`config.mk`:
```
export PLATFORM = sky130hd
export DESIGN_NAME = acq_readout_sequencer
export DESIGN_NICKNAME = d
export VERILOG_FILES = /design/src/rtl/acq_readout_sequencer.sv
export SDC_FILE = /design/constraint.sdc
export NUM_CORES = 1
export LEC_CHECK = 0
export ABC_AREA = 1
export ABC_CLOCK_PERIOD_IN_PS = 2900
export CORE_AREA = 2 2 98 100
export CTS_BUF_LIST = sky130_fd_sc_hd__clkbuf_8
export DETAILED_ROUTE_END_ITERATION = 10
export DIE_AREA = 0 0 100 102
export GPL_TIMING_DRIVEN = 0
export HOLD_SLACK_MARGIN = 0.15
export PLACE_DENSITY = 0.84
export SETUP_SLACK_MARGIN = 0.5
export SLEW_MARGIN = 20
export SYNTH_ARGS = -nofsm -noshare
export SYNTH_HDL_FRONTEND = slang
export SYNTH_SLANG_ARGS = --single-unit
```
`constraint.sdc`:
```
create_clock -name clk -period 2.9 [get_ports clk]
set_clock_uncertainty 0.1 [all_clocks]
set_input_delay 0.58 -clock clk [delete_from_list [all_inputs] [get_ports clk]]
set_output_delay 0.58 -clock clk [all_outputs]
set_load 0.05 [all_outputs]
```
`src/rtl/acq_readout_sequencer.sv`:
```
// Capture-and-readout sequencer: triggers the ADC capture block, waits for a fresh data_ready and
// streams the enabled channels' sample bytes. Define ACQ_READOUT_HEADER_EN to prepend a 4-byte header.
module acq_readout_sequencer #(
  parameter int RAM_WIDTH = 10
) (
  input  logic                 clk,
  input  logic                 rstn,
  input  logic                 arm,
  input  logic                 cont,
  input  logic                 abort,
  input  logic [3:0]           chmask,
  input  logic [RAM_WIDTH-1:0] triggerpoint,
  input  logic [RAM_WIDTH-1:0] nsmp,
  output logic                 start_trigger,
  input  logic                 data_ready,
  input  logic [RAM_WIDTH-1:0] trig_addr,
  output logic                 rden,
  output logic [RAM_WIDTH-1:0] rdaddress,
  input  logic [31:0]          ram_q,
  output logic [7:0]           tx_data,
  output logic                 tx_valid,
  input  logic                 tx_ready,
  output logic                 busy,
  output logic                 done
);

  typedef enum logic [2:0] {
    S_IDLE, S_START, S_WAITLO, S_WAITHI, S_HDR, S_READ, S_DRAIN, S_DONE
  } state_t;

  localparam logic [RAM_WIDTH-1:0] ONE = RAM_WIDTH'(1);

  state_t               state;
  logic [3:0]           mask_r;
  logic [3:0]           rem_r;
  logic [RAM_WIDTH-1:0] tp_r;
  logic [RAM_WIDTH-1:0] nsmp_r;
  logic [RAM_WIDTH-1:0] base_r;
  logic [RAM_WIDTH-1:0] cnt_r;
  logic                 rd_vld_p1;
  logic [1:0]           rd_ch_p1;
  logic [7:0]           buf0;
  logic [7:0]           buf1;
  logic [1:0]           occ;

  logic [1:0]           cur_ch;
  logic [3:0]           rem_nx;
  logic                 pop;
  logic                 space;
  logic                 rd_go;
  logic                 last_smp;
  logic                 push;
  logic                 hdr_push;
  logic [7:0]           lane;
  logic [7:0]           push_data;

  function automatic logic [1:0] low_ch(input logic [3:0] m);
    if (m[0])      return 2'd0;
    else if (m[1]) return 2'd1;
    else if (m[2]) return 2'd2;
    else           return 2'd3;
  endfunction

  assign cur_ch    = low_ch(rem_r);
  assign rem_nx    = rem_r & ~(4'b0001 << cur_ch);
  assign pop       = tx_valid && tx_ready;
  // Credit counts the byte leaving this cycle so a full-rate stream never stalls the reads.
  assign space     = ({1'b0, occ} + {2'b00, rd_vld_p1}) < (3'd2 + {2'b00, pop});
  assign rd_go     = (state == S_READ) && (rem_r != 4'd0) && (nsmp_r != '0);
  assign rden      = rd_go && space;
  assign rdaddress = base_r + cnt_r;
  assign last_smp  = (cnt_r == nsmp_r - ONE);
  assign lane      = ram_q[{rd_ch_p1, 3'b000} +: 8];
  assign push      = rd_vld_p1 || hdr_push;
  assign tx_valid  = (occ != 2'd0);
  assign tx_data   = buf0;

`ifdef ACQ_READOUT_HEADER_EN
  logic [1:0]           hdr_idx;
  logic [RAM_WIDTH-1:0] trig_r;
  logic [15:0]          trig16;
  logic [7:0]           hdr_byte;

  assign trig16 = 16'(trig_r);

  always_comb begin
    hdr_byte = 8'hA5;
    case (hdr_idx)
      2'd1:    hdr_byte = {4'b0000, mask_r};
      2'd2:    hdr_byte = trig16[7:0];
      2'd3:    hdr_byte = trig16[15:8];
      default: hdr_byte = 8'hA5;
    endcase
  end

  assign hdr_push  = (state == S_HDR) && ((occ != 2'd2) || pop);
  assign push_data = rd_vld_p1 ? lane : hdr_byte;
`else
  assign hdr_push  = 1'b0;
  assign push_data = lane;
`endif

  // Capture parameters and datapath registers that need no reset.
  always_ff @(posedge clk) begin
    if (state == S_IDLE && arm) begin
      mask_r <= chmask;
      tp_r   <= triggerpoint;
      nsmp_r <= nsmp;
    end
`ifdef ACQ_READOUT_HEADER_EN
    if (state == S_WAITHI && data_ready) trig_r <= trig_addr;
`endif
    rd_ch_p1 <= cur_ch;
    if (push && ((pop && occ == 2'd2) || (!pop && occ != 2'd0))) buf1 <= push_data;
  end

  // Read-return stage and 2-entry output buffer; abort drops everything in flight.
  always_ff @(posedge clk or negedge rstn) begin
    if (!rstn) begin
      rd_vld_p1 <= 1'b0;
      occ       <= 2'd0;
      buf0      <= 8'h00;
    end else begin
      rd_vld_p1 <= rden && !abort;
      if (abort) begin
        occ <= 2'd0;
      end else if (push && pop) begin
        buf0 <= (occ == 2'd1) ? push_data : buf1;
      end else if (pop) begin
        buf0 <= buf1;
        occ  <= occ - 2'd1;
      end else if (push) begin
        if (occ == 2'd0) buf0 <= push_data;
        occ <= occ + 2'd1;
      end
    end
  end

  always_ff @(posedge clk or negedge rstn) begin
    if (!rstn) begin
      state         <= S_IDLE;
      start_trigger <= 1'b0;
      busy          <= 1'b0;
      done          <= 1'b0;
      rem_r         <= 4'd0;
      base_r        <= '0;
      cnt_r         <= '0;
`ifdef ACQ_READOUT_HEADER_EN
      hdr_idx       <= 2'd0;
`endif
    end else begin
      start_trigger <= 1'b0;
      done          <= 1'b0;
      if (abort) begin
        state <= S_IDLE;
        busy  <= 1'b0;
      end else begin
        case (state)
          S_IDLE: if (arm) begin
            state         <= S_START;
            start_trigger <= 1'b1;
            busy          <= 1'b1;
          end
          S_START: state <= S_WAITLO;
          // A flag still high from the previous capture must fall before it counts.
          S_WAITLO: if (!data_ready) state <= S_WAITHI;
          S_WAITHI: if (data_ready) begin
            base_r <= trig_addr - tp_r;
            rem_r  <= mask_r;
            cnt_r  <= '0;
`ifdef ACQ_READOUT_HEADER_EN
            hdr_idx <= 2'd0;
            state   <= S_HDR;
`else
            state   <= S_READ;
`endif
          end
`ifdef ACQ_READOUT_HEADER_EN
          S_HDR: if (hdr_push) begin
            hdr_idx <= hdr_idx + 2'd1;
            if (hdr_idx == 2'd3) state <= S_READ;
          end
`endif
          S_READ: begin
            if (!rd_go) begin
              state <= S_DRAIN;
            end else if (rden) begin
              if (last_smp) begin
                cnt_r <= '0;
                rem_r <= rem_nx;
                if (rem_nx == 4'd0) state <= S_DRAIN;
              end else begin
                cnt_r <= cnt_r + ONE;
              end
            end
          end
          S_DRAIN: if (!rd_vld_p1 && (occ == 2'd0 || (occ == 2'd1 && pop))) begin
            state <= S_DONE;
            done  <= 1'b1;
          end
          S_DONE: if (cont) begin
            state         <= S_START;
            start_trigger <= 1'b1;
          end else begin
            state <= S_IDLE;
            busy  <= 1'b0;
          end
          default: state <= S_IDLE;
        endcase
      end
    end
  end

endmodule
```
## Word-level counts from Yosys, hierarchy flattened

Index checks and enable logic that the tools add are counted.
Widths: inputs -> output; s select.

- $add $sub $neg: 8
- Mux-type cells: 44
- $lt $le $gt $ge: 1
- Bitwise logic cells: 3
- Reduce and logical (&&, ||, !) cells: 35
- Equality and inequality tests: 22
- Shifts and indexed selects: 2

Operators by type and width:

| operator | number |
|---|---|
| $mux 10 | 4 |
| $mux 8 | 5 |
| $shiftx 32x6->8 | 1 |
| $mux 3 | 9 |
| $pmux 3 s7 | 1 |
| $pmux 10 s2 | 1 |
| $mux 4 | 4 |
| $ne 3x3->1 const B | 5 |
| $logic_and 1x1->1 | 12 |
| $mux 2 | 6 |
| $reduce_bool 3->1 | 4 |
| $mux 1 | 11 |
| $add 10x1->10 const B | 1 |
| $add 10x10->10 | 1 |
| $eq 10x10->1 | 1 |
| $ne 2x2->1 const B | 5 |
| $reduce_bool 10->1 | 1 |
| $sub 10x1->10 const B | 1 |
| $sub 10x10->10 | 1 |
| $eq 3x3->1 const B | 3 |
| $reduce_and 3->1 | 3 |
| $ne 4x4->1 const B | 2 |
| $pmux 4 s2 | 1 |
| $reduce_and 7->1 | 1 |
| other kinds (25) | 31 |

- Register bits: 75
- Logic and storage cells: 130
- Input bits: 73
- Output and inout port bits: 23

## Longest topological paths before layout

Gate-level depths: netlist of the first run.

- Depth after elaboration: 13
- Mapped depth: 16
- Gate-level depth less buffers: 16

## Worst setup path after synthesis of the first run

OpenSTA, ideal clock, no wires.

- Path type: reg2out
- Start point: register cnt_r[0]
- End point: output port rdaddress[8]
- Slack: -0.217 ns
- Path buffers: 0
- Cell stages (with the launch flop): 12
- Arrival time: 2.437 ns
- Data required time: 2.220 ns
- Path through: dfrtp_1 -> ha_1 -> inv_1 -> fa_1 -> o21ai_0 -> nand2_1 -> nand2_1 -> a21oi_1 -> o21bai_1 -> nand2_1 -> nand2_1 -> xor2_1

- Cells in the longest elaborated chain, start to end: 1

RTL lines:

| what | line | RTL |
|---|---|---|
| start: declaration | 39 | `logic [RAM_WIDTH-1:0] cnt_r;` |
| start signal: assignment | 193 | `cnt_r <= cnt_r + ONE;` |
| $add 10x10->10 | 71 | `assign rdaddress = base_r + cnt_r;` |
| end: declaration | 18 | `output logic [RAM_WIDTH-1:0] rdaddress,` |

Every way passes these cells.

## Final worst setup path of the first run

Same ends and word-level chain as after synthesis.

==> metrics.txt, run 1 <==
residual DRC count 0; ys flop type dfrtp_1; # fillers 626; family with the most delay on the worst path adder cells; crit-path max cell delay 0.41 ns; Final ANT Viol Nets 0; part of the cycle the worst path needs 1.05; vias in the first global route 4617; fmax 0.329 GHz; initial DRC count 240; Num CTS Buffers 9; slowest CP cell dfrtp_2; Setup TNS Final -0.139 ns; top-area cell type share of the netlist area 0.214; worst-path cell chain ha_4, inv_2, fa_2, o21ai_2, nand2_1, nand2_2, a21oi_2, o21bai_1, nand2_1, nand2_2, xor2_4, buf_6; crit end category output pin; Tot Pwr 6.31 mW; Post-synth EDFFs 32; Die ar. 10200 um2; Post-Syn Instances 595; ys async rst share 0.547; gr ovfl total 0; CTS sink count 75; final worst setup slack -0.139 ns; Register Area 2040 um2; cell taking the most area after synthesis dfrtp_1; worst path arrival time 2.36 ns; syn avg cell area 8.07 um2; largest net degree at the start of global routing 26; Net Count, Synth 694; cell area power density 937 nW/um2; Yosys reg bits 75; port bufs 95; worst-case headroom to the max-slew limit 0.501; sequential area share after synthesis 0.422; Final min period 3.04 ns; outcome finished with violations; placed wire-length estimate 9.29 mm; Lkg Pwr 3.00 nW; clk slew on worst S/H paths 0.08 ns; final setup violating endpoints 1; first-pass GRT wire length 20.6 mm; core area 9110 um2; CTS tree yes; final hold violations 0; initial antenna violation count 0; Max Slew Vio Count 0; Worst-Margin Slew 0.747 ns; Multi-input gate area 2740 um2; synth unique cells 50; via count 4711; WP buf/inv 2; max cap viols 0; IO Pins 96; vias per cell 5.56; Hold Crit Class register to register; fraction of layout cells with a size suffix above 1 0.194; final wirelength 13.2 mm; RSZ-0062 raised after global routing true; WL/cell 15.5 um; synth warn 0; total track usage 0.253; failing checks setup timing; Root Buffer clkbuf_8; FP Rows 35; largest fanout on the critical path 2; die width 100 um; die height 102 um; Clock Path Buffers 2; Cell Area, Synth 4800 um2; peak supply drop 0.000725 V; CTS H-Tree Depth 3; worst path required time 2.22 ns; DR pass1 iterations 5; CP Launch Type register; critical path class register to output pin; initial core utilization 0.527; ant diodes 0; Placer Congestion 0.884; P&R area growth vs syn 40.1%; Hold Worst Slack 0.403 ns; clk_lat worst skew 0.36 ns; top cells by area, synth dfrtp_1, edfxtp_1, nand2_1, ha_1, inv_1; # nets final 830
layout by cell type (no fill, tap or decap), drive strengths merged, types with 2 or more instances in the layout:
master / netlist / layout
nand2: 161 / 161
inv: 81 / 84
clkdlybuf4s50: 0 / 80
nor2: 56 / 56
buf: 4 / 44
dfrtp: 41 / 41
o21ai: 34 / 34
edfxtp: 32 / 32
a21oi: 30 / 30
nand3: 27 / 27
ha: 24 / 24
clkbuf: 8 / 18
o211ai: 16 / 16
xor2: 15 / 15
a31oi: 13 / 13
nor3: 11 / 11
a32o: 8 / 8
xnor2: 7 / 7
or2: 4 / 4
dlygate4sd2: 0 / 3
nor3b: 3 / 3
a21o: 2 / 2
fa: 2 / 2
bufinv: 0 / 2
dfxtp: 2 / 2
o2111ai: 2 / 2
routing by layer:
layer,up-vias,share of wire,GRT usage
li1,2265,-,-
met1,2235,0.41,0.311
met2,182,0.51,0.453
met3,29,0.060,0.0479
met4,0,0.023,0.0811
met5,-,0,0
where the power goes:
part	internal [mW]	switching, mW	leakage, nW	total, mW
Sequential	1.47	0.283	0.833	1.75
Clock	0.497	0.393	0.121	0.890
Combinational	1.42	2.24	2.05	3.66
per-stage QoR:
stage	setup slack [ns]	area [um2]	std cells	utilization
finish	-0.139	6730	847	0.739
global route	-0.197	6730	847	0.739
CTS	-0.186	6520	836	0.716
detailed placement	-0.560	6010	802	0.660
global placement	-0.524	5980	801	0.656
floorplan	0.288	4890	595	-
worst register-to-register path, cell delays in order (launching register included):
cell and delay [ns]:
dfrtp_2 0.43, inv_2 0.07, ha_4 0.16, inv_4 0.07, nand2_4 0.05, or2_1 0.24
a21oi_2 0.22, nand2_4 0.09, buf_6 0.12, buf_6 0.11, nand2_4 0.07, nand2_8 0.08
inv_8 0.07, buf_12 0.12, nand2_4 0.05, xor2_2 0.18, nor2_2 0.11
cells in the mapped netlist (2+ instances only):
master	number
nor3b_2	2
a21oi_1	29
a31oi_1	12
nor2_2	4
a32o_1	8
dfxtp_1	2
ha_1	24
nor3_1	11
or2_1	2
a21o_1	2
buf_2	3
o211ai_1	16
edfxtp_1	32
inv_1	75
xor2_1	15
o21ai_1	9
clkbuf_1	8
nand2_1	153
nor2_1	52
nand2_2	4
fa_1	2
dfrtp_1	41
inv_2	4
xnor2_1	7
nand2_4	3
nand3_1	26
o2111ai_1	2
o21ai_0	25
cell families (layout without fill, tap and decap cells):
kind of cell    Yosys count  count (layout)  synth area share
buf+inv                  93             234            0.0789
fa+ha+maj                26              26            0.0708
compound gates          112             112             0.146
simple gates            267             267             0.243
flops                    75              75             0.422
xor+xnor                 22              22            0.0401
registers in the layout (all words and copies together) (netlist names), 2 cells and up:
name and count:
cnt_r 10, rd_ch_p1 2, mask_r 4, occ 2, state 3, tp_r 10
tx_data 8, rem_r 4, nsmp_r 10, base_r 10, buf1 8
area by class of cell:
cell class	instances	share of cell area
plain buffers	12	0.00985
clock inverters	6	0.0112
clock buffers	10	0.0204
inverters	81	0.0483
multi-input cells	427	0.407
repair buffers	125	0.180
flip-flops and latches	75	0.303
well taps	111	0.0206
worst paths after layout:
kind / from / to / slack (ns) / cells after the start
max reg2reg: occ[0] / cnt_r[8] / 0.49 / 16
min reg2reg: rem_r[2] / rd_ch_p1[0] / 0.40 / 1
max in group asynchronous: rstn / occ[0] / 1.56 / 3
min: rem_r[2] / rd_ch_p1[0] / 0.40 / 1
max: cnt_r[0] / rdaddress[8] / -0.14 / 12
min in group asynchronous: rstn / base_r[1] / 0.63 / 2
what timing repair did:
| item | in CTS | in global routing |
|---|---|---|
| gates resized for setup | 104 | 34 |
| setup buffers | 17 | 11 |
| endpoints found under the setup margin | 13 | 20 |
| hold endpoints to repair | 19 | 0 |
| hold buffers | 1 | 0 |
| pin swaps | 16 | 27 |
Note: power is estimated with default switching activity, not from simulation.
==> run 2, diff against run 1 <==
--- a/config.mk
+++ b/config.mk
@@ -13,9 +13,10 @@
 export DIE_AREA = 0 0 100 102
 export GPL_TIMING_DRIVEN = 0
 export HOLD_SLACK_MARGIN = 0.15
-export PLACE_DENSITY = 0.84
+export PLACE_DENSITY = 0.91
 export SETUP_SLACK_MARGIN = 0.5
-export SLEW_MARGIN = 20
+export SKIP_LAST_GASP = 1
+export SLEW_MARGIN = 40
 export SYNTH_ARGS = -nofsm -noshare
 export SYNTH_HDL_FRONTEND = slang
 export SYNTH_SLANG_ARGS = --single-unit
==> metrics.txt, run 2 (synthesis gave the netlist of run 1 again) <==
final core utilization 0.734 (-0.00549); fraction of layout cells with a size suffix above 1 0.188 (-0.00654); final setup violating endpoints 1 (unchanged); hold endpoint rd_ch_p1[0]; core area 9110 um2 (unchanged); Final ANT Viol Nets 0 (unchanged); peak supply drop 0.000878 V (+21%); crit-path max cell delay 0.41 ns (about the same); largest net degree at the start of global routing 42 (+62%); r2r startpoint occ[0]; # nets final 829 (-0.12%); Final min period 3.02 ns (-0.0223 ns); CTS sink count 75 (unchanged); share of power burned in registers 0.280 (+0.002); gr ovfl total 0 (unchanged); total track usage 0.264 (+0.0113); die height 102 um (unchanged); Net Sw Frac 0.470 (+0.00664); CP Launch Type register; WL/cell 15.9 um (+2.1%); Power Internal 3.33 mW (-1.7%); Lkg Pwr 2.94 nW (-2.0%); die width 100 um (unchanged); clock power share 0.129 (-0.012); slowest CP cell dfrtp_1; Root Buffer clkbuf_8; ant diodes 0 (unchanged); max cap viols 0 (unchanged); CTS tree yes; initial DRC count 347 (+45%); final wirelength 13.4 mm (+2.0%); commonest non-fill, non-tap cell in the layout nand2_1; port bufs 95 (unchanged); clk_lat worst skew 0.36 ns (about the same); first-pass GRT wire length 21.3 mm (+3.2%); failing checks setup timing; via count 4706 (-0.11%); hold path depth 1 (unchanged); placed wire-length estimate 9.28 mm (-0.19%); most frequent cells in the layout nand2_1, clkdlybuf4s50_1, inv_1; worst-case headroom to the max-slew limit 0.526 (+0.0254); cell area power density 939 nW/um2 (+0.28%); Gate power share 0.591 (+0.010); reg2reg setup slack 0.51 ns (+0.02 ns); part of the cycle the worst path needs 1.04 (-0.00771); DP Worst Slack -0.527 ns (+0.0323 ns); RSZ-0062 raised after global routing true; crit end category output pin; largest fanout on the critical path 2 (unchanged); Hold Crit Class register to register; Placer Congestion 0.887 (+0.32%); CTS H-Tree Depth 3 (unchanged); hold path start rem_r[0]; initial antenna violation count 0 (unchanged); DR pass1 iterations 6 (+1); RR Endpoint cnt_r[9]; residual DRC count 0 (unchanged); outcome finished with violations; worst path arrival time 2.34 ns (-0.02 ns); Worst-Margin Slew 0.709 ns (-0.0377 ns); Clock Path Buffers 2 (unchanged); worst path required time 2.22 ns (about the same); Max Slew Vio Count 0 (unchanged); Num CTS Buffers 9 (unchanged); most used cell, CP nand2_1; vias in the first global route 4729 (+2.4%); final hold violations 0 (unchanged); final worst setup slack -0.117 ns (+0.0223 ns); FP Rows 35 (unchanged); Die ar. 10200 um2 (unchanged); fmax 0.331 GHz (+0.74%); vias per cell 5.56 (about the same); initial core utilization 0.527 (unchanged); worst-path cell chain ha_4, inv_4, fa_2, o21ai_2, nand2_1, nand2_1, a21oi_2, o21bai_1, nand2_1, nand2_2, xor2_4, buf_6; P&R area growth vs syn 39.1%; cell count of the worst reg-to-reg path 14 (-2); critical path class register to output pin; clk slew on worst S/H paths 0.08 ns (about the same); sw power 2.95 mW (+0.96%); IO Pins 96 (unchanged)
[run 2: cell count changes in the layout (fill, tap and decap cells not counted), moves of 2 or more]
cell	change
nand2_4	-2
dfrtp_2	-5
buf_6	+3
dfrtp_1	+5
inv_1	-3
xor2_2	-2
inv_4	+2
buf_4	-2
xor2_1	+2
[run 2: worst max path at each step]
stage | start | end | slack, ns | cells after the start
5_1_grt | base_r[0] | rdaddress[8] | -0.28 | 12
2_1_floorplan | cnt_r[0] | rdaddress[8] | 0.29 | 11
6_report | base_r[0] | rdaddress[8] | -0.12 | 12
3_3_place_gp | cnt_r[0] | rdaddress[8] | -0.55 | 12
3_5_place_dp | cnt_r[0] | rdaddress[8] | -0.53 | 12
4_1_cts | cnt_r[0] | rdaddress[8] | -0.14 | 12
[run 2: what timing repair did]
item | CTS | global route
resized for setup | 101 | 29
hold buffers | 1 | 0
hold endpoints to repair | 41 | 0
setup endpoints to repair | 12 | 21
pin swaps | 10 | 17
buffers inserted | 15 | 12
[run 2: area by class of cell]
| cell class | count | area [um2] |
|---|---|---|
| repair buffers | 124 | 1200 |
| multi-input cells | 427 | 2720 |
| inverters | 81 | 323 |
| clock inverters | 6 | 58.8 |
| clock buffers | 10 | 138 |
| plain buffers | 12 | 66.3 |
| flip-flops and latches | 75 | 2030 |
| well taps | 111 | 139 |
| fillers | 612 | 2430 |
[run 2: layer usage]
metal  GRT usage  vias up  share of wire  routed length, um
met4       0.109        0          0.041                553
met5           0        -              0                  0
met1       0.320     2174           0.39               5210
met2       0.464      215           0.50               6750
li1            -     2256              -                  -
met3      0.0547       61          0.068                908
[run 2: power groups by stage]
stage	combinational [mW]	sequential (mW)	clock, mW
4_1_cts	3.47	1.75	0.817
6_report	3.71	1.76	0.810
5_1_grt	3.98	1.79	0.867
2_1_floorplan	2.12	1.87	0
3_5_place_dp	3.24	1.74	0
3_3_place_gp	3.11	1.73	0
[run 2: worst max-delay path, delay by kind of cell, from the launching register on]
| kind | cells | cell delay (ns) |
|---|---|---|
| simple gates | 4 | 0.32 |
| fa+ha+maj | 2 | 0.51 |
| buf+inv | 2 | 0.21 |
| flops | 1 | 0.41 |
| compound gates | 3 | 0.34 |
| xor+xnor | 1 | 0.17 |
[run 2: through the flow]
step	setup TNS (ns)	hold slack, ns	cells	total power [mW]	instance area (um2)
after global placement	-8.68	0.372	801	4.83	5980
after floorplan	0	0.184	595	3.99	4890
after detailed placement	-1.83	0.383	802	4.98	6010
after global routing	-0.336	0.435	846	6.64	6680
final	-0.117	0.404	846	6.28	6680
after CTS	-0.140	0.404	834	6.03	6490
==> run 3, diff against run 2 <==
--- a/config.mk
+++ b/config.mk
@@ -20,3 +20,4 @@
 export SYNTH_ARGS = -nofsm -noshare
 export SYNTH_HDL_FRONTEND = slang
 export SYNTH_SLANG_ARGS = --single-unit
+export TNS_END_PERCENT = 5
==> metrics.txt, run 3 (synthesis gave the netlist of run 1 again) <==
Hold Worst Slack 0.398 ns (-0.00568 ns); CP Launch Type register; P&R area growth vs syn 29.3%; Placer Congestion 0.895 (+0.95%); final wirelength 11.9 mm (-11%); max cap viols 0 (unchanged); peak supply drop 0.000782 V (-11%); # fillers 726 (+19%); worst path required time 2.22 ns (about the same); Lkg Pwr 2.78 nW (-5.6%); most frequent cells in the layout nand2_1, clkdlybuf4s50_1, inv_1; fmax 0.328 GHz (-1.1%); critical path class register to output pin; Clock Path Buffers 2 (unchanged); crit end category output pin; die width 100 um (unchanged); port bufs 95 (unchanged); part of the cycle the worst path needs 1.05 (+0.0111); CTS H-Tree Depth 3 (unchanged); Die ar. 10200 um2 (unchanged); clk_lat worst skew 0.34 ns (-0.02 ns); core area 9110 um2 (unchanged); Num CTS Buffers 9 (unchanged); failing checks setup timing; cell area power density 920 nW/um2 (-2.0%); worst-case headroom to the max-slew limit 0.509 (-0.0171); Setup TNS Final -0.781 ns (-0.664 ns); Root Buffer clkbuf_8; largest net degree at the start of global routing 42 (unchanged); residual DRC count 0 (unchanged); first-pass GRT wire length 19.6 mm (-7.8%); initial core utilization 0.527 (unchanged); total track usage 0.241 (-0.0234); via count 4489 (-4.6%); fraction of layout cells with a size suffix above 1 0.0959 (-0.0918); final hold violations 0 (unchanged); WL/cell 14.5 um (-8.6%); outcome finished with violations; Final ANT Viol Nets 0 (unchanged); Max Slew Vio Count 0 (unchanged); Final min period 3.05 ns (+0.0323 ns); die height 102 um (unchanged); FP Rows 35 (unchanged); final setup violating endpoints 8 (+7); worst path arrival time 2.37 ns (+0.03 ns); # nets final 803 (-3.1%); DR pass1 iterations 5 (-1); gr ovfl total 0 (unchanged); vias in the first global route 4412 (-6.7%); initial DRC count 271 (-22%); Worst-Margin Slew 0.729 ns (+0.0203 ns); CTS sink count 75 (unchanged); CTS tree yes; ant diodes 0 (unchanged); final worst setup slack -0.149 ns (-0.0323 ns); RSZ-0062 raised after global routing true; Hold Crit Class register to register; Tot Pwr 5.72 mW (-8.9%); largest fanout on the critical path 7 (+5); vias per cell 5.47 (-1.6%); placed wire-length estimate 9.25 mm (-0.28%); initial antenna violation count 0 (unchanged); IO Pins 96 (unchanged); clk slew on worst S/H paths 0.08 ns (about the same); commonest non-fill, non-tap cell in the layout nand2_1
==> run 3: cell count changes in the layout (fill, tap and decap cells not counted), sizes merged <==
cell           delta
clkinvlp          -1
clkinv            +2
clkdlybuf4s50     +5
dlygate4sd2       -1
clkdlybuf4s15     +3
buf              -34
==> run 3: path summary, 6_finish.rpt <==
kind                            from            to  slack [ns]  cells past startpoint
max                         cnt_r[2]  rdaddress[5]       -0.15                      6
min                        base_r[4]     base_r[4]        0.40                      2
max reg2reg                   occ[0]        occ[0]        0.57                     11
min reg2reg                base_r[4]     base_r[4]        0.40                      2
max in group asynchronous       rstn      cnt_r[0]        1.62                      2
min in group asynchronous       rstn     base_r[0]        0.65                      2
==> run 3: worst max-delay path: stages, from the launching register on <==
cell and delay, ns:
dfrtp_2 0.47, ha_4 0.25, a21oi_1 0.18, o21ai_1 0.16, a31oi_2 0.29, xnor2_2 0.15
clkdlybuf4s15_1 0.52
==> run 3: timing repair <==
action                                  CTS  global route
hold buffers                              1             0
pin swaps                                 0             1
resized for setup                        30             1
setup buffers                             1             0
endpoints found under the setup margin   13            27
endpoints found under the hold margin    41             0
cloned                                    0             0
==> run 3: layer usage <==
metal  vias to the layer above  wire [um]  track usage  part of all wire
met5                         -          0            0                 0
met1                      2077       5050        0.314              0.42
met4                         0        295       0.0948             0.025
met3                        31        751       0.0417             0.063
li1                       2206          -            -                 -
met2                       175       5800        0.404              0.49
==> run 3: power by group <==
part | switching [mW] | total (mW) | internal [mW]
clock | 0.378 | 0.765 | 0.387
sequential | 0.249 | 1.71 | 1.46
combinational | 2.08 | 3.24 | 1.16
total | 2.71 | 5.72 | 3.01
==> run 3: per-stage QoR <==
step / instances / cell area, um2 / setup slack [ns] / util
global route: 820 / 6210 / -0.275 / 0.682
global placement: 801 / 5970 / -0.549 / 0.656
floorplan: 595 / 4880 / 0.288 / -
CTS: 820 / 6210 / -0.167 / 0.682
finish: 820 / 6210 / -0.149 / 0.682
detailed placement: 802 / 6010 / -0.517 / 0.660
==> run 3: layout make-up <==
class	instances	area (um2)	share of cell area
Inverter	81	314	0.0506
Timing Repair Buffer	98	987	0.159
Tap cell	111	139	0.0224
Clock inverter	7	60.1	0.00967
Clock buffer	9	124	0.0199
Buffer	12	65.1	0.0105
Sequential cell	75	2030	0.327
Multi-Input combinational cell	427	2490	0.401
==> edit (flow settings as in run 1) <==
Re-encode `state_t` (8 states) as Gray code, 3 bits wide.
--- a/src/rtl/acq_readout_sequencer.sv
+++ b/src/rtl/acq_readout_sequencer.sv
@@ -25,7 +25,7 @@
 );
 
   typedef enum logic [2:0] {
-    S_IDLE, S_START, S_WAITLO, S_WAITHI, S_HDR, S_READ, S_DRAIN, S_DONE
+    S_IDLE = 3'b000, S_START = 3'b001, S_WAITLO = 3'b011, S_WAITHI = 3'b010, S_HDR = 3'b110, S_READ = 3'b111, S_DRAIN = 3'b101, S_DONE = 3'b100
   } state_t;
 
   localparam logic [RAM_WIDTH-1:0] ONE = RAM_WIDTH'(1);
Behaviour: same outputs for any inputs over 4 cycles, from zero or initial values and one cycle with rstn low; so few cycles prove little.
==> edit against run 1 <==
- the run still ends with setup timing left
- cell area grew 1.8%
- worst setup slack got worse by 0.14 ns
- critical path depth is the same
- power grew 6.9%
- register-to-register slack gained 0.11 ns
- area after synthesis increased by 1.2%
- sequential cell count did not move
- combinational power is 16% higher
- via count rose by 3.4%
- wire length increased by 2.5%
- global-route usage increased by 1.6 points
- largest cell class unchanged
- largest power group unchanged
- highest routed layer unchanged
==> edit: results (changes against run 1) <==
| Metric | Value |
|---|---|
| Status | finished, violations left |
| Failing checks | setup timing |
| First-pass GRT wire length | 21,700 µm (+5.3%) |
| Routed len/inst | 15.3 µm (-1.6%) |
| FFs w/ async S/R, synth | 54.7% (unchanged) |
| Synth cell count leaders | nand2_1, inv_1, nor2_1, nand3_1, dfrtp_1 |
| CP max FO | 2 (unchanged) |
| Max cap viols | 0 (unchanged) |
| Number of iterations in the first detailed-routing pass | 5 (unchanged) |
| Syn_nets | 719 (+3.6%) |
| Worst hold start | rem_r[0] |
| Final setup fails | 3 (+2) |
| Num CTS Buffers | 9 (unchanged) |
| CTS Buffer Depth | 2 (unchanged) |
| Measured slew at the worst slew-check pin | 0.818 ns (+0.0708 ns) |
| Synth unique cells | 46 (-8.0%) |
| Number of global-route vias before repair | 4,669 (+1.1%) |
| Nets | 865 (+4.2%) |
| Final Worst Setup Slack | -0.284 ns (-0.145 ns) |
| Static Leak | 0.00312 µW (+3.8%) |
| Root Buffer | clkbuf_8 |
| Max VDD drop | 0.000989 V (+36%) |
| Layout cells sized above 1 | 19.8% (+0.42 points) |
| Reg2reg path depth | 15 (-1) |
| FF-to-FF End | rem_r[1] |
| Fill cells | 601 (-4.0%) |
| Post_cts resized | 124 (+19%) |
| Psw | 3300 µW (+13%) |
| Setup Fix Bufs, Post-CTS | 24 (+7) |
| Clk_lat worst skew | 0.36 ns (about the same) |
| GPL Wtd Cong | 0.907 (+2.6%) |
| Register area share after synthesis | 41.7% (-0.49 points) |
| Largest net degree at the start of global routing | 34 (+31%) |
| Worst R2R Setup Slack | 0.60 ns (+0.11 ns) |
| Hold_buf cts | 1 (unchanged) |
| Iter 0 DRT Violations | 360 (+50%) |
| Total number of vias | 4,871 (+3.4%) |
| Global-route usage over all layers | 26.9% (+1.6 points) |
| Critical R2R Launch | occ[1] |
| I/O Buffers | 94 (-1.1%) |
| Worst-path cell with the longest stage delay | dfrtp_2 |
| Worst Hold End | rd_ch_p1[0] |
| Area contributors post-synth | dfrtp_1, edfxtp_1, nand2_1 |
| Hold depth | 1 (unchanged) |
| Hpwl dp | 9180 µm (-1.2%) |
| N_diodes | 0 (unchanged) |
| CP arrival | 2.50 ns (+0.14 ns) |
| CP peak stage delay | 0.42 ns |
| Synth warn | 0 (unchanged) |
| Clock-pin slew on the worst setup and hold paths | 0.08 ns (about the same) |
| CP delay by family, top | compound AO/OA/AOI/OAI gates |
| Post-synth EDFFs | 32 (unchanged) |
| H-tree depth | 3 (unchanged) |
| Worst Hold Class | reg2reg |
| Initial antenna violation count | 0 (unchanged) |
edit: cell types whose count changed in the layout (fill, tap and decap cells not counted), sizes merged, moves of 7 or more:
cell | run 1 | this run
a32o | 8 | 1
buf | 44 | 54
nand2 | 161 | 180
nand3 | 27 | 45
a31oi | 13 | 20
clkinv | 0 | 8
a21oi | 30 | 23
edit: routing by layer:
metal,part of all wire (%),vias up,track usage (%)
met1,39,2297,32.2
met4,2.4,0,9.17
met2,52,210,49.6
li1,-,2335,-
met5,0,-,0
met3,6.4,29,4.17
edit: cell families (layout without fill, tap and decap cells):
family	after synthesis	after routing	share of synthesized area, %
and+or+nand+nor	297	297	26.3
AOI/OAI and AO/OA	98	98	12.6
xor gates and xnor gates	23	23	4.14
DFF	75	75	41.7
adders and majority gates	26	26	7.00
buffers and inverters	101	252	8.19
edit: cell type report:
cell class	count	area [µm²]	share of cell area (%)
Sequential cell	75	2040	29.7
Inverter	89	342	4.98
Timing Repair Buffer	135	1280	18.7
Clock buffer	9	124	1.81
Multi-Input combinational cell	444	2840	41.4
Clock inverter	7	28.8	0.420
Buffer	12	63.8	0.931
Tap cell	111	139	2.03
edit: worst register-to-register path: stages, from the launching register on:
cell     delay (ns)
dfrtp_1        0.41
inv_2          0.09
ha_4           0.18
inv_4          0.07
nand2_4        0.05
or2_4          0.24
a21oi_4        0.17
nand2_4        0.09
buf_4          0.16
nand2_4        0.06
nand2_4        0.06
nor2_8         0.17
nand2_4        0.12
inv_2          0.14
nand2_1        0.06
o21ai_0        0.07
edit: power by group through the flow:
| stage | registers (µW) | clock network, µW | logic [µW] |
|---|---|---|---|
| after global placement | 1790 | 0 | 3410 |
| final | 1800 | 693 | 4250 |
| after detailed placement | 1810 | 0 | 3540 |
| after CTS | 1800 | 680 | 3990 |
| after floorplan | 1960 | 0 | 2330 |
| after global routing | 1840 | 741 | 4560 |
edit: stage by stage:
stage / setup TNS (ns) / hold WS [ns] / instances / setup slack (ns) / instance area (µm²)
floorplan: 0 / 0.184 / 620 / 0.0637 / 4940
global placement: -10.33 / 0.385 / 825 / -0.799 / 6020
detailed placement: -3.08 / 0.360 / 826 / -0.826 / 6050
CTS: -0.203 / 0.420 / 867 / -0.203 / 6640
global route: -0.671 / 0.444 / 882 / -0.376 / 6850
finish: -0.419 / 0.421 / 882 / -0.284 / 6850
edit: how the worst max path moves through the flow:
stage                               to  slack [ns]      start  cells after the start
after floorplan           rdaddress[8]        0.06   cnt_r[0]                     11
after CTS                 rdaddress[8]       -0.20   cnt_r[0]                     12
after global routing      rdaddress[8]       -0.38  base_r[0]                     12
after global placement    rdaddress[8]       -0.80   cnt_r[0]                     12
after detailed placement  rdaddress[8]       -0.83   cnt_r[0]                     12
final                     rdaddress[8]       -0.28   cnt_r[0]                     12
